File: src/rtl/pipe_stage_buf.sv
// Inter-stage pipeline buffer: small FWFT FIFO with write acknowledge and redirect flush.
// Optional sticky overflow/underflow flags enabled by defining PIPE_BUF_ERR_EN.
module pipe_stage_buf #(
  parameter int unsigned DATA_W = 160,
  parameter int unsigned DEPTH  = 2,
  parameter int unsigned PTR_W  = 1
) (
  input  logic              clk,
  input  logic              rst,
  input  logic              flush,
  input  logic              buf_we,
  input  logic [DATA_W-1:0] buf_din,
  output logic              buf_ack,
  output logic              buf_full,
  input  logic              buf_re,
  output logic              buf_avail,
  output logic [DATA_W-1:0] buf_dout,
  output logic [PTR_W:0]    buf_cnt,
  output logic [1:0]        buf_err
);

  localparam logic [PTR_W:0] FULL_CNT = (PTR_W+1)'(DEPTH);

  logic [DATA_W-1:0] mem [DEPTH];
  logic [PTR_W-1:0]  wr_ptr;
  logic [PTR_W-1:0]  rd_ptr;
  logic [PTR_W:0]    count;
  logic              ack;
  logic              rd_fire_c;
  logic              wr_fire_c;

  // A pop frees a slot in the same cycle, so a full buffer still accepts a write alongside it.
  assign rd_fire_c = buf_re && (count != '0);
  assign wr_fire_c = buf_we && ((count != FULL_CNT) || rd_fire_c);

  always_ff @(posedge clk or posedge rst) begin
    if (rst) begin
      wr_ptr <= '0;
      rd_ptr <= '0;
      count  <= '0;
      ack    <= 1'b0;
    end else if (flush) begin
      wr_ptr <= '0;
      rd_ptr <= '0;
      count  <= '0;
      ack    <= 1'b0;
    end else begin
      ack <= wr_fire_c;
      if (wr_fire_c) wr_ptr <= wr_ptr + PTR_W'(1);
      if (rd_fire_c) rd_ptr <= rd_ptr + PTR_W'(1);
      case ({wr_fire_c, rd_fire_c})
        2'b10:   count <= count + (PTR_W+1)'(1);
        2'b01:   count <= count - (PTR_W+1)'(1);
        default: count <= count;
      endcase
    end
  end

  // Storage is never cleared; only the pointers define what is valid.
  always_ff @(posedge clk) begin
    if (!rst && !flush && wr_fire_c) mem[wr_ptr] <= buf_din;
  end

  assign buf_ack   = ack;
  assign buf_full  = (count == FULL_CNT);
  assign buf_avail = (count != '0);
  assign buf_cnt   = count;
  assign buf_dout  = mem[rd_ptr];

`ifdef PIPE_BUF_ERR_EN
  logic [1:0] err;

  always_ff @(posedge clk or posedge rst) begin
    if (rst) begin
      err <= 2'b00;
    end else if (!flush) begin
      if (buf_we && (count == FULL_CNT) && !rd_fire_c) begin
        err[0] <= 1'b1;
        $display("BUF:overflow cnt=%0d", buf_cnt);
      end
      if (buf_re && (count == '0)) begin
        err[1] <= 1'b1;
        $display("BUF:underflow cnt=%0d", buf_cnt);
      end
    end
  end

  assign buf_err = err;
`else
  assign buf_err = 2'b00;
`endif

endmodule

File: config.mk
export PLATFORM = sky130hd
export DESIGN_NAME = pipe_stage_buf
export DESIGN_NICKNAME = d
export VERILOG_FILES = /design/src/rtl/pipe_stage_buf.sv
export SDC_FILE = /design/constraint.sdc
export NUM_CORES = 1
export LEC_CHECK = 0
export BUFFER_PORTS_ARGS = -buffer_cell sky130_fd_sc_hd__buf_4
export CAP_MARGIN = 20
export CORE_ASPECT_RATIO = 2
export CORE_MARGIN = 8
export CORE_UTILIZATION = 55
export DETAILED_ROUTE_END_ITERATION = 10
export GPL_TIMING_DRIVEN = 0
export HOLD_SLACK_MARGIN = 0.15
export PLACE_DENSITY = 0.82
export RECOVER_POWER = 50
export SYNTH_ARGS = -nofsm -noshare
export SYNTH_HDL_FRONTEND = slang
export SYNTH_SLANG_ARGS = --single-unit
File: constraint.sdc
create_clock -name clk -period 19.7 [get_ports clk]
set_input_delay 3.94 -clock clk [delete_from_list [all_inputs] [get_ports clk]]
set_output_delay 3.94 -clock clk [all_outputs]
set_load 0.1 [all_outputs]
==> results of run 1 <==
==> stage by stage <==
stage	setup TNS (ps)	std cells	hold WS [ps]	util, %	area [um^2]
6_report	0	1222	673	73.5	15700
3_3_place_gp	-972390	1135	626	68.6	14700
5_1_grt	0	1221	696	73.4	15700
3_5_place_dp	0	1167	651	70.5	15100
2_1_floorplan	0	534	637	-	11900
4_1_cts	0	1215	662	74.5	15900
==> sequential cells by signal, indices dropped and copies added, names as in the netlist <==
register  count
buf_ack       1
wr_ptr        1
rd_ptr        1
mem         320
buf_cnt       2
==> worst paths after layout <==
check                      slack [ps]                      to                    from
max                             12930    mem[1][57]$_DFFE_PP_                  buf_re
min                               670  buf_cnt[0]$_DFFE_PP0P_  buf_cnt[0]$_DFFE_PP0P_
max reg2reg                     16040    mem[1][57]$_DFFE_PP_  buf_cnt[1]$_DFFE_PP0P_
min reg2reg                       670  buf_cnt[0]$_DFFE_PP0P_  buf_cnt[0]$_DFFE_PP0P_
max in group asynchronous       16210  buf_cnt[0]$_DFFE_PP0P_                     rst
min in group asynchronous        3320  buf_cnt[1]$_DFFE_PP0P_                     rst
==> cells by family (layout without fill, tap and decap cells) <==
group	after synthesis	in the layout	share of synthesized area, %
compound gates	6	6	0.316
mux	160	160	15.2
flops	325	325	82.0
other cells	1	9	0.0316
simple gates	15	15	0.759
buf+inv	24	432	1.55
xor+xnor	2	2	0.148
==> metal layers <==
layer | global-route usage [%] | share of wire, %
met5 | 0 | 0
met4 | 11.8 | 4.1
met3 | 4.92 | 6.6
met2 | 40.3 | 59
met1 | 17.4 | 30
==> synth_stat cells, drive strengths merged <==
master,n
a21oi,3
a221oi,1
a31o,1
and3,1
buf,20
clkbuf,1
conb,1
dfrtp,5
edfxtp,320
inv,3
mux2,160
nand2b,2
nand3b,2
nor2,4
nor2b,1
nor3,1
nor3b,1
nor4,1
o21ai,1
or2,1
or3b,1
xor2,2
==> area by class of cell <==
class                      count  area [um^2]  share of cell area, %
buffer                        21          173                   1.10
inverter                       3         11.3                 0.0717
sequential                   325         9730                   61.9
tap                          273          342                   2.17
timing repair buffer         360         2630                   16.7
clock inverter                13          110                  0.701
multi-input combinational    185         1950                   12.4
antenna                        7         17.5                  0.111
clock buffer                  35          746                   4.75
==> power groups by stage <==
stage / Combinational [mW] / Clock, mW / Sequential (mW)
after floorplan: 0.232 / 0 / 0.803
after global placement: 0.311 / 0 / 0.804
after detailed placement: 0.321 / 0 / 0.796
after CTS: 0.322 / 0.529 / 0.781
after global routing: 0.322 / 0.550 / 0.781
final: 0.314 / 0.519 / 0.780
==> critical path: cells and delay by family <==
family	cells	cell delay (ps)
buffers and inverters	8	1740
and+or+nand+nor	3	1320
==> impl_metrics.py, run 1 <==
metrics = {
    "status": {
        "outcome": "completed",
    },
    "drt": {
        "ant_nets": 0,
        "drt_iter0_drc": 310,
        "dr_total_vias": 6380,
        "route.detailed.drc": 0,
        "wire_per_inst_um": 23.1,
        "first_pass_iters": 4,
        "vias_per_cell": 5.22,
        "wl_um": 28300,
    },
    "clocking": {
        "cts_max_level": 1,
        "clock_latency_ps": 530,
        "clk_path_buf_depth": 3,
        "post-cts-setup-buffers": 0,
        "post_cts_resized": 0,
        "clk_pin_slew_ps": 60,
        "numCtsBuffers": 27,
        "cts_hold_buf": 0,
        "cts_tree": "done",
        "cts.sinks": 325,
        "root_buffer": "clkbuf_16",
    },
    "power": {
        "ir_drop_v": 0.000110,
        "switching_share_pct": 28.8,
        "p_switching_mw": 0.465,
        "pwr-share-clk_pct": 32.2,
        "leakage_nw": 5.72,
        "finalPower_mw": 1.61,
        "pwr-share-seq_pct": 48.4,
        "intPower_mw": 1.15,
        "power_density_nw_per_um2": 103,
        "combPwrFrac_pct": 19.4,
    },
    "global_route": {
        "grt_pass1_wl_um": 40900,
        "track_usage_pct": 20.3,
        "antenna_found_initial": 6,
        "grt_max_degree": 17,
        "first_global_vias": 7077,
        "grt.overflow.total": 0,
    },
    "finish": {
        "drive_gt1_share_pct": 56.5,
        "syn_to_final_growth_pct": 32.4,
        "nFillCells": 1348,
        "layout_common_cells": "320 x edfxtp_1, 168 x buf_4, 160 x mux2_2",
        "nets": 1088,
        "layout_commonest_cell": "edfxtp_1",
    },
    "sta": {
        "fin_crit_sh_pct": 34.4,
        "tightest_slew_ps": 1380,
        "drv_slew": 0,
        "layout_setup_ws_ps": 12930,
        "max_freq_mhz": 148,
        "min_period_ps": 6770,
        "setup_viol": 0,
        "grt_setup_unrepaired": "no",
        "slew_headroom_pct": 7.15,
        "finalHoldViolCount": 0,
        "finClkSkew_ps": 9.68,
    },
    "setup_path": {
        "crit_path_start_kind": "primary input",
        "path_class": "in2reg",
        "cp_max_fo": 12,
        "cp_slowest_stage_delay_ps": 990,
        "worst_setup_path_end_kind": "flop",
        "cp_slowest_cell": "nor3b_1",
        "critPathRequiredTime_ps": 19940,
        "cpMostUsedCell": "buf_6",
        "cp.arrival_ps": 7000,
        "crit_path_cell_trace": "clkbuf_1 -> or3b_1 -> nand3b_1 -> nor3b_1 -> clkbuf_1 -> buf_6 -> buf_8 -> buf_6 -> buf_6 -> buf_8 -> buf_6",
        "r2r_cells": 10,
    },
    "synth": {
        "syn-cell-area_um2": 11900,
        "netlist.area_leader.share_pct": 81.0,
        "post-synth-top-area-cell": "edfxtp_1",
        "ys_ff_latch": 325,
        "syn_inst": 533,
        "synth.area.top_cells": "edfxtp_1 81%, mux2_2 15%, dfrtp_1 1.1%",
        "ys_seq_area_share_pct": 82.0,
        "synth.distinct_cells": 24,
        "syn_area_per_cell_um2": 22.3,
        "yosysWarnings": 0,
    },
    "placement": {
        "io_buffers": 328,
        "place.gp.congestion": 0.777,
        "dp_hpwl_um": 21900,
        "place_ws_ps": 13120,
    },
    "floorplanning": {
        "start_util_pct": 55.5,
        "die-area_um2": 26800,
        "die_w_um": 120,
        "ioPinCount": 332,
        "die-height_um": 224,
        "fp.coreArea_um2": 21400,
        "num_rows": 76,
    },
    "worst_hold_path": {
        "min_path_type": "reg2reg",
        "min_path_cells": 1,
    },
    "job": {
        "cap_violations": 0,
    },
}
No activity file was read; power rests on OpenSTA's default activity.
==> run 2, diff against run 1 <==
Settings changed: CORE_UTILIZATION 55 to 47, PLACE_DENSITY 0.82 to 0.74.
Clock period 19.7 ns to 5.6 ns, I/O delays scaled along.
==> impl_metrics.py, run 2 (synthesis gave the netlist of run 1 again) <==
metrics = {
    "status": {
        "outcome": "completed",
    },
    "placement": {
        "place_ws_ps": 2000,
        "dp_hpwl_um": 21100,
        "place.gp.congestion": 0.757,
        "io_buffers": 328,
    },
    "global_route": {
        "antenna_found_initial": 6,
        "busiest_layer": "met2",
        "track_usage_pct": 17.3,
        "met3_usage_pct": 4.85,
        "grt_max_degree": 20,
        "met1_usage_pct": 14.2,
        "grt.overflow.total": 0,
        "grt_pass1_wl_um": 39400,
        "grtUsageMet2_pct": 35.0,
        "first_global_vias": 6839,
    },
    "setup_path": {
        "cp.arrival_ps": 4070,
        "critPathRequiredTime_ps": 5840,
        "cp_slowest_cell": "clkbuf_1",
        "cpMostUsedCell": "clkbuf_1",
        "cp_max_fo": 19,
        "crit_buf_inv": 5,
        "reg2reg_slack_ps": 2030,
        "worst_setup_path_end_kind": "flop",
        "path_class": "in2reg",
        "crit_path_cell_trace": "clkbuf_1 -> or3b_1 -> nand3b_1 -> nor3_1 -> clkbuf_1 -> clkbuf_1 -> buf_16 -> buf_8",
        "crit_path_start_kind": "primary input",
        "cp_slowest_stage_delay_ps": 890,
        "crit_family": "buffers and inverters",
    },
    "clocking": {
        "cts.sinks": 325,
        "post_cts_resized": 0,
        "cts_max_level": 1,
        "clk_path_buf_depth": 3,
        "clock_latency_ps": 540,
        "numCtsBuffers": 28,
        "root_buffer": "clkbuf_16",
        "post-cts-setup-buffers": 0,
        "cts_tree": "done",
        "cts_hold_buf": 0,
        "clk_pin_slew_ps": 70,
    },
    "drt": {
        "vias_per_cell": 4.90,
        "drt_iter0_drc": 222,
        "wire_per_inst_um": 21.6,
        "dr_total_vias": 6244,
        "route.detailed.drc": 0,
        "first_pass_iters": 4,
        "ant_nets": 0,
        "wl_um": 27500,
    },
    "power": {
        "finalPower_mw": 5.60,
        "intPower_mw": 3.96,
        "leakage_nw": 5.72,
        "switching_share_pct": 29.3,
        "power_density_nw_per_um2": 355,
        "ir_drop_v": 0.000304,
        "pwr-share-clk_pct": 31.4,
        "p_switching_mw": 1.64,
        "combPwrFrac_pct": 19.7,
        "pwr-share-seq_pct": 49.0,
    },
    "floorplanning": {
        "die-area_um2": 30900,
        "fp.coreArea_um2": 24900,
        "die-height_um": 241,
        "die_w_um": 128,
        "ioPinCount": 332,
        "num_rows": 82,
        "start_util_pct": 47.6,
    },
    "finish": {
        "syn_to_final_growth_pct": 33.0,
        "drive_gt1_share_pct": 57.7,
        "nets": 1077,
        "layout_common_cells": "320 x edfxtp_1, 168 x buf_4, 160 x mux2_2",
        "nFillCells": 1851,
        "layout_commonest_cell": "edfxtp_1",
        "largest-register": "mem",
        "largest_reg_flops": 320,
    },
    "sta": {
        "finClkSkew_ps": 12.9,
        "min_period_ps": 3830,
        "grt_setup_unrepaired": "no",
        "tightest_slew_ps": 1230,
        "layout_setup_ws_ps": 1770,
        "fin_crit_sh_pct": 68.4,
        "drv_slew": 0,
        "finalHoldViolCount": 0,
        "slew_headroom_pct": 18.3,
        "setup_viol": 0,
        "max_freq_mhz": 261,
    },
    "worst_hold_path": {
        "min_path_type": "in2async",
    },
    "job": {
        "cap_violations": 0,
    },
}
-- run 2: area by class of cell --
class,count,area (um^2),area share [%]
clock inverter,14,71.3,0.452
timing repair buffer,348,2650,16.8
tap,336,420,2.66
multi-input combinational,185,1970,12.5
buffer,21,170,1.08
inverter,3,11.3,0.0713
clock buffer,36,752,4.76
antenna,6,15.0,0.0951
sequential,325,9740,61.7
-- run 2: worst reg2reg max path, stage by stage, from the launching register on --
cell and delay [ps]:
dfrtp_1 470, or3b_1 250, nand3b_1 170, nor3_1 250
clkbuf_1 790, clkbuf_1 900, buf_16 240, buf_8 200
-- run 2: through the flow --
step                      hold WS (ps)  instances  setup TNS [ps]  util [%]  area, um^2
final                              517       1274               0      63.3       15800
after global routing               504       1273               0      63.3       15800
after CTS                          480       1268               0      64.2       16000
after detailed placement           565       1218               0      60.9       15200
after global placement             550       1198         -832920      59.3       14800
after floorplan                    689        534          -74000         -       11900
-- run 2: power groups by stage --
stage	registers (mW)	clock network [mW]	logic, mW
4_1_cts	2.75	1.81	1.13
3_3_place_gp	2.81	0	1.10
5_1_grt	2.75	1.89	1.14
2_1_floorplan	2.81	0	0.817
6_report	2.75	1.76	1.10
3_5_place_dp	2.80	0	1.13
-- run 2: worst paths after layout --
path,start,end,cells past startpoint
setup / recovery,buf_re,mem[0][94]$_DFFE_PP_,8
setup reg to reg,buf_cnt[1]$_DFFE_PP0P_,mem[0][94]$_DFFE_PP_,7
max in group asynchronous,rst,buf_cnt[0]$_DFFE_PP0P_,2
hold / removal,rst,buf_cnt[1]$_DFFE_PP0P_,2
min in group clk,buf_cnt[0]$_DFFE_PP0P_,buf_cnt[0]$_DFFE_PP0P_,1
hold reg to reg,buf_cnt[0]$_DFFE_PP0P_,buf_cnt[0]$_DFFE_PP0P_,1
-- run 2: per-layer routing --
layer	share of wire, %	vias to the layer above	routed length, um
li1	-	2897	-
met1	29	3075	7990
met2	59	221	16300
met3	7.5	49	2050
met4	4.1	2	1130
met5	0.047	-	13
==> run 3, diff against run 2 <==
Settings changed: ABC_AREA set to 1, CORE_UTILIZATION 47 to 52, PLACE_DENSITY 0.74 to 0.78.
Clock period 5.6 ns to 3.6 ns, I/O delays scaled along.
==> impl_metrics.py, run 3 <==
metrics = {
    "status": {
        "outcome": "completed",
    },
    "placement": {
        "dp.cells": 1502,
        "postPlaceCellArea_um2": 15000,
        "place_ws_ps": 665,
        "place.gp.congestion": 0.779,
        "dp_hpwl_um": 22200,
        "io_buffers": 329,
    },
    "setup_path": {
        "worst_setup_path_end_kind": "flop",
        "crit_path_start_kind": "primary input",
        "cp.arrival_ps": 3230,
        "cp_max_fo": 27,
        "critPathRequiredTime_ps": 3840,
        "path_class": "in2reg",
    },
    "synth": {
        "synth.distinct_cells": 19,
        "syn-cell-area_um2": 11900,
        "synth_fa_ha_area_share_pct": 0,
        "synthArstFlopShare_pct": 1.54,
        "synth_xor_area_share_pct": 0,
        "ys_ff_latch": 325,
        "synth_compound_gate_area_share_pct": 0.199,
        "ys.flop_type": "edfxtp_1",
        "yosysWarnings": 0,
        "ys_seq_area_share_pct": 81.5,
        "synth_top_family_by_area": "simple AND/OR/NAND/NOR gates",
        "syn_inst": 881,
        "synth-simple-area-share_pct": 16.0,
        "synthMuxAreaShare_pct": 0,
        "post-synth-top-area-cell": "edfxtp_1",
        "synth.area.top_cells": "edfxtp_1 80%, nand2_1 15%, dfrtp_1 1.0%",
        "synth_edf_count": 320,
        "syn_area_per_cell_um2": 13.6,
        "netlist.area_leader.share_pct": 80.5,
        "synth_most_common_cell": "nand2_1",
        "synthTopCellsByCount": "489 x nand2_1, 320 x edfxtp_1, 21 x buf_2, 15 x buf_4, 9 x inv_1",
    },
    "power": {
        "leakage_nw": 6.52,
        "ir_drop_v": 0.000533,
        "pwr-share-seq_pct": 45.5,
        "p_switching_mw": 3.22,
        "power_density_nw_per_um2": 598,
        "switching_share_pct": 34.3,
        "pwr-share-clk_pct": 28.6,
        "intPower_mw": 6.17,
        "combPwrFrac_pct": 25.8,
    },
    "floorplanning": {
        "fp.coreArea_um2": 22600,
        "die-height_um": 230,
        "die-area_um2": 28400,
        "start_util_pct": 52.7,
        "die_w_um": 123,
        "ioPinCount": 332,
        "num_rows": 78,
    },
    "sta": {
        "setup_viol": 0,
        "finClkSkew_ps": 14.4,
        "fin_crit_sh_pct": 83.0,
        "finalHoldViolCount": 0,
        "drv_slew": 0,
        "tightest_slew_ps": 1260,
        "whs_ps": 376,
        "layout_setup_ws_ps": 612,
        "max_freq_mhz": 335,
        "slew_headroom_pct": 16.5,
        "grt_setup_unrepaired": "no",
        "min_period_ps": 2990,
    },
    "finish": {
        "layout_common_cells": "491 x nand2_1, 320 x edfxtp_1, 178 x buf_4",
        "drive_gt1_share_pct": 29.9,
        "nets": 1416,
        "instances_no_fill": 1554,
        "nFillCells": 1580,
        "largest-register": "mem",
        "layout_commonest_cell": "nand2_1",
        "fin_util_pct": 69.3,
        "fin_area_um2": 15700,
        "syn_to_final_growth_pct": 31.5,
        "largest_reg_flops": 320,
    },
    "global_route": {
        "grt_pass1_wl_um": 43900,
        "track_usage_pct": 20.4,
        "grt_max_degree": 33,
        "antenna_found_initial": 8,
        "grt.overflow.total": 0,
        "first_global_vias": 8019,
    },
    "drt": {
        "route.detailed.drc": 0,
        "drt_iter0_drc": 450,
        "vias_per_cell": 4.96,
        "first_pass_iters": 5,
        "dr_total_vias": 7713,
        "wl_um": 29600,
        "ant_nets": 0,
        "wire_per_inst_um": 19.1,
    },
    "clocking": {
        "cts_max_level": 1,
        "clock_latency_ps": 540,
        "cts.sinks": 325,
        "clk_path_buf_depth": 3,
        "root_buffer": "clkbuf_16",
        "post-cts-setup-buffers": 0,
        "numCtsBuffers": 26,
        "clk_pin_slew_ps": 70,
        "cts_tree": "done",
    },
    "job": {
        "cap_violations": 0,
    },
    "worst_hold_path": {
        "min_path_type": "in2reg",
    },
}
-- run 3: cell count changes in the layout (fill, tap and decap cells not counted), moves of 4 or more --
| cell | before | now |
|---|---|---|
| buf_4 | 168 | 178 |
| buf_8 | 12 | 0 |
| buf_12 | 0 | 7 |
| buf_2 | 7 | 20 |
| buf_6 | 10 | 1 |
| nand3_1 | 0 | 4 |
| nand2_1 | 0 | 491 |
| mux2_2 | 160 | 0 |
| inv_1 | 3 | 10 |
| clkbuf_4 | 136 | 127 |
| clkbuf_1 | 40 | 46 |
-- run 3: power by group through the flow --
stage          combinational [mW]  clock (mW)  sequential (mW)
6_report                     2.43        2.69             4.27
5_1_grt                      2.52        2.89             4.28
4_1_cts                      2.48        2.75             4.28
3_5_place_dp                 2.47           0             4.36
3_3_place_gp                 2.42           0             4.36
2_1_floorplan                1.79           0             4.38
-- run 3: kinds of logic after synthesis --
logic type	after synthesis
simple gates	503
other cells	1
flops	325
buf+inv	48
compound gates	4
-- run 3: worst paths after layout --
kind / from / endpoint / slack (ps) / depth (start not counted)
max: rst / mem[1][99]$_DFFE_PP_ / 610 / 9
min: flush / buf_ack$_DFF_PP0_ / 380 / 2
max reg2reg: buf_cnt[0]$_DFFE_PP0P_ / mem[1][99]$_DFFE_PP_ / 740 / 10
min reg2reg: buf_cnt[1]$_DFFE_PP0P_ / buf_cnt[1]$_DFFE_PP0P_ / 580 / 2
max in group asynchronous: rst / buf_cnt[0]$_DFFE_PP0P_ / 2720 / 3
min in group asynchronous: rst / buf_cnt[0]$_DFFE_PP0P_ / 680 / 3
-- run 3: layer usage --
metal  up-vias  track usage, %  wire length [um]
met5         -               0                36
met4         6            10.9              1380
met3        83            5.96              2660
met2       337            38.5             16700
met1      3567            18.5              8890
li1       3720               -                 -
-- run 3: worst max-delay path: stages --
cell           delay (ps)
dlygate4sd3_1         550
clkbuf_4              140
inv_1                 160
nand2_1               170
nor2_4                560
buf_16                250
buf_12                210
buf_12                220
buf_16                200
-- run 3: cell type report --
cell class / instances / area (um^2) / area share [%]
Inverter: 11 / 43.8 / 0.279
Antenna cell: 5 / 12.5 / 0.0797
Sequential cell: 325 / 9740 / 62.0
Clock inverter: 12 / 97.6 / 0.622
Timing Repair Buffer: 341 / 2580 / 16.5
Tap cell: 280 / 350 / 2.23
Buffer: 37 / 228 / 1.45
Clock buffer: 34 / 702 / 4.47
Multi-Input combinational cell: 509 / 1940 / 12.4
-- run 3: per-stage QoR --
step	total power [mW]	setup TNS [ps]
floorplan	6.17	-81250
global placement	6.79	-515660
detailed placement	6.83	0
CTS	9.50	0
global route	9.69	0
finish	9.39	0
-- run 3: timing repair --
| item | CTS | global route |
|---|---|---|
| endpoints found under the setup margin | 0 | 0 |
| hold buffers | 1 | 0 |
| endpoints found under the hold margin | 5 | 0 |
| resized for setup | 0 | 0 |
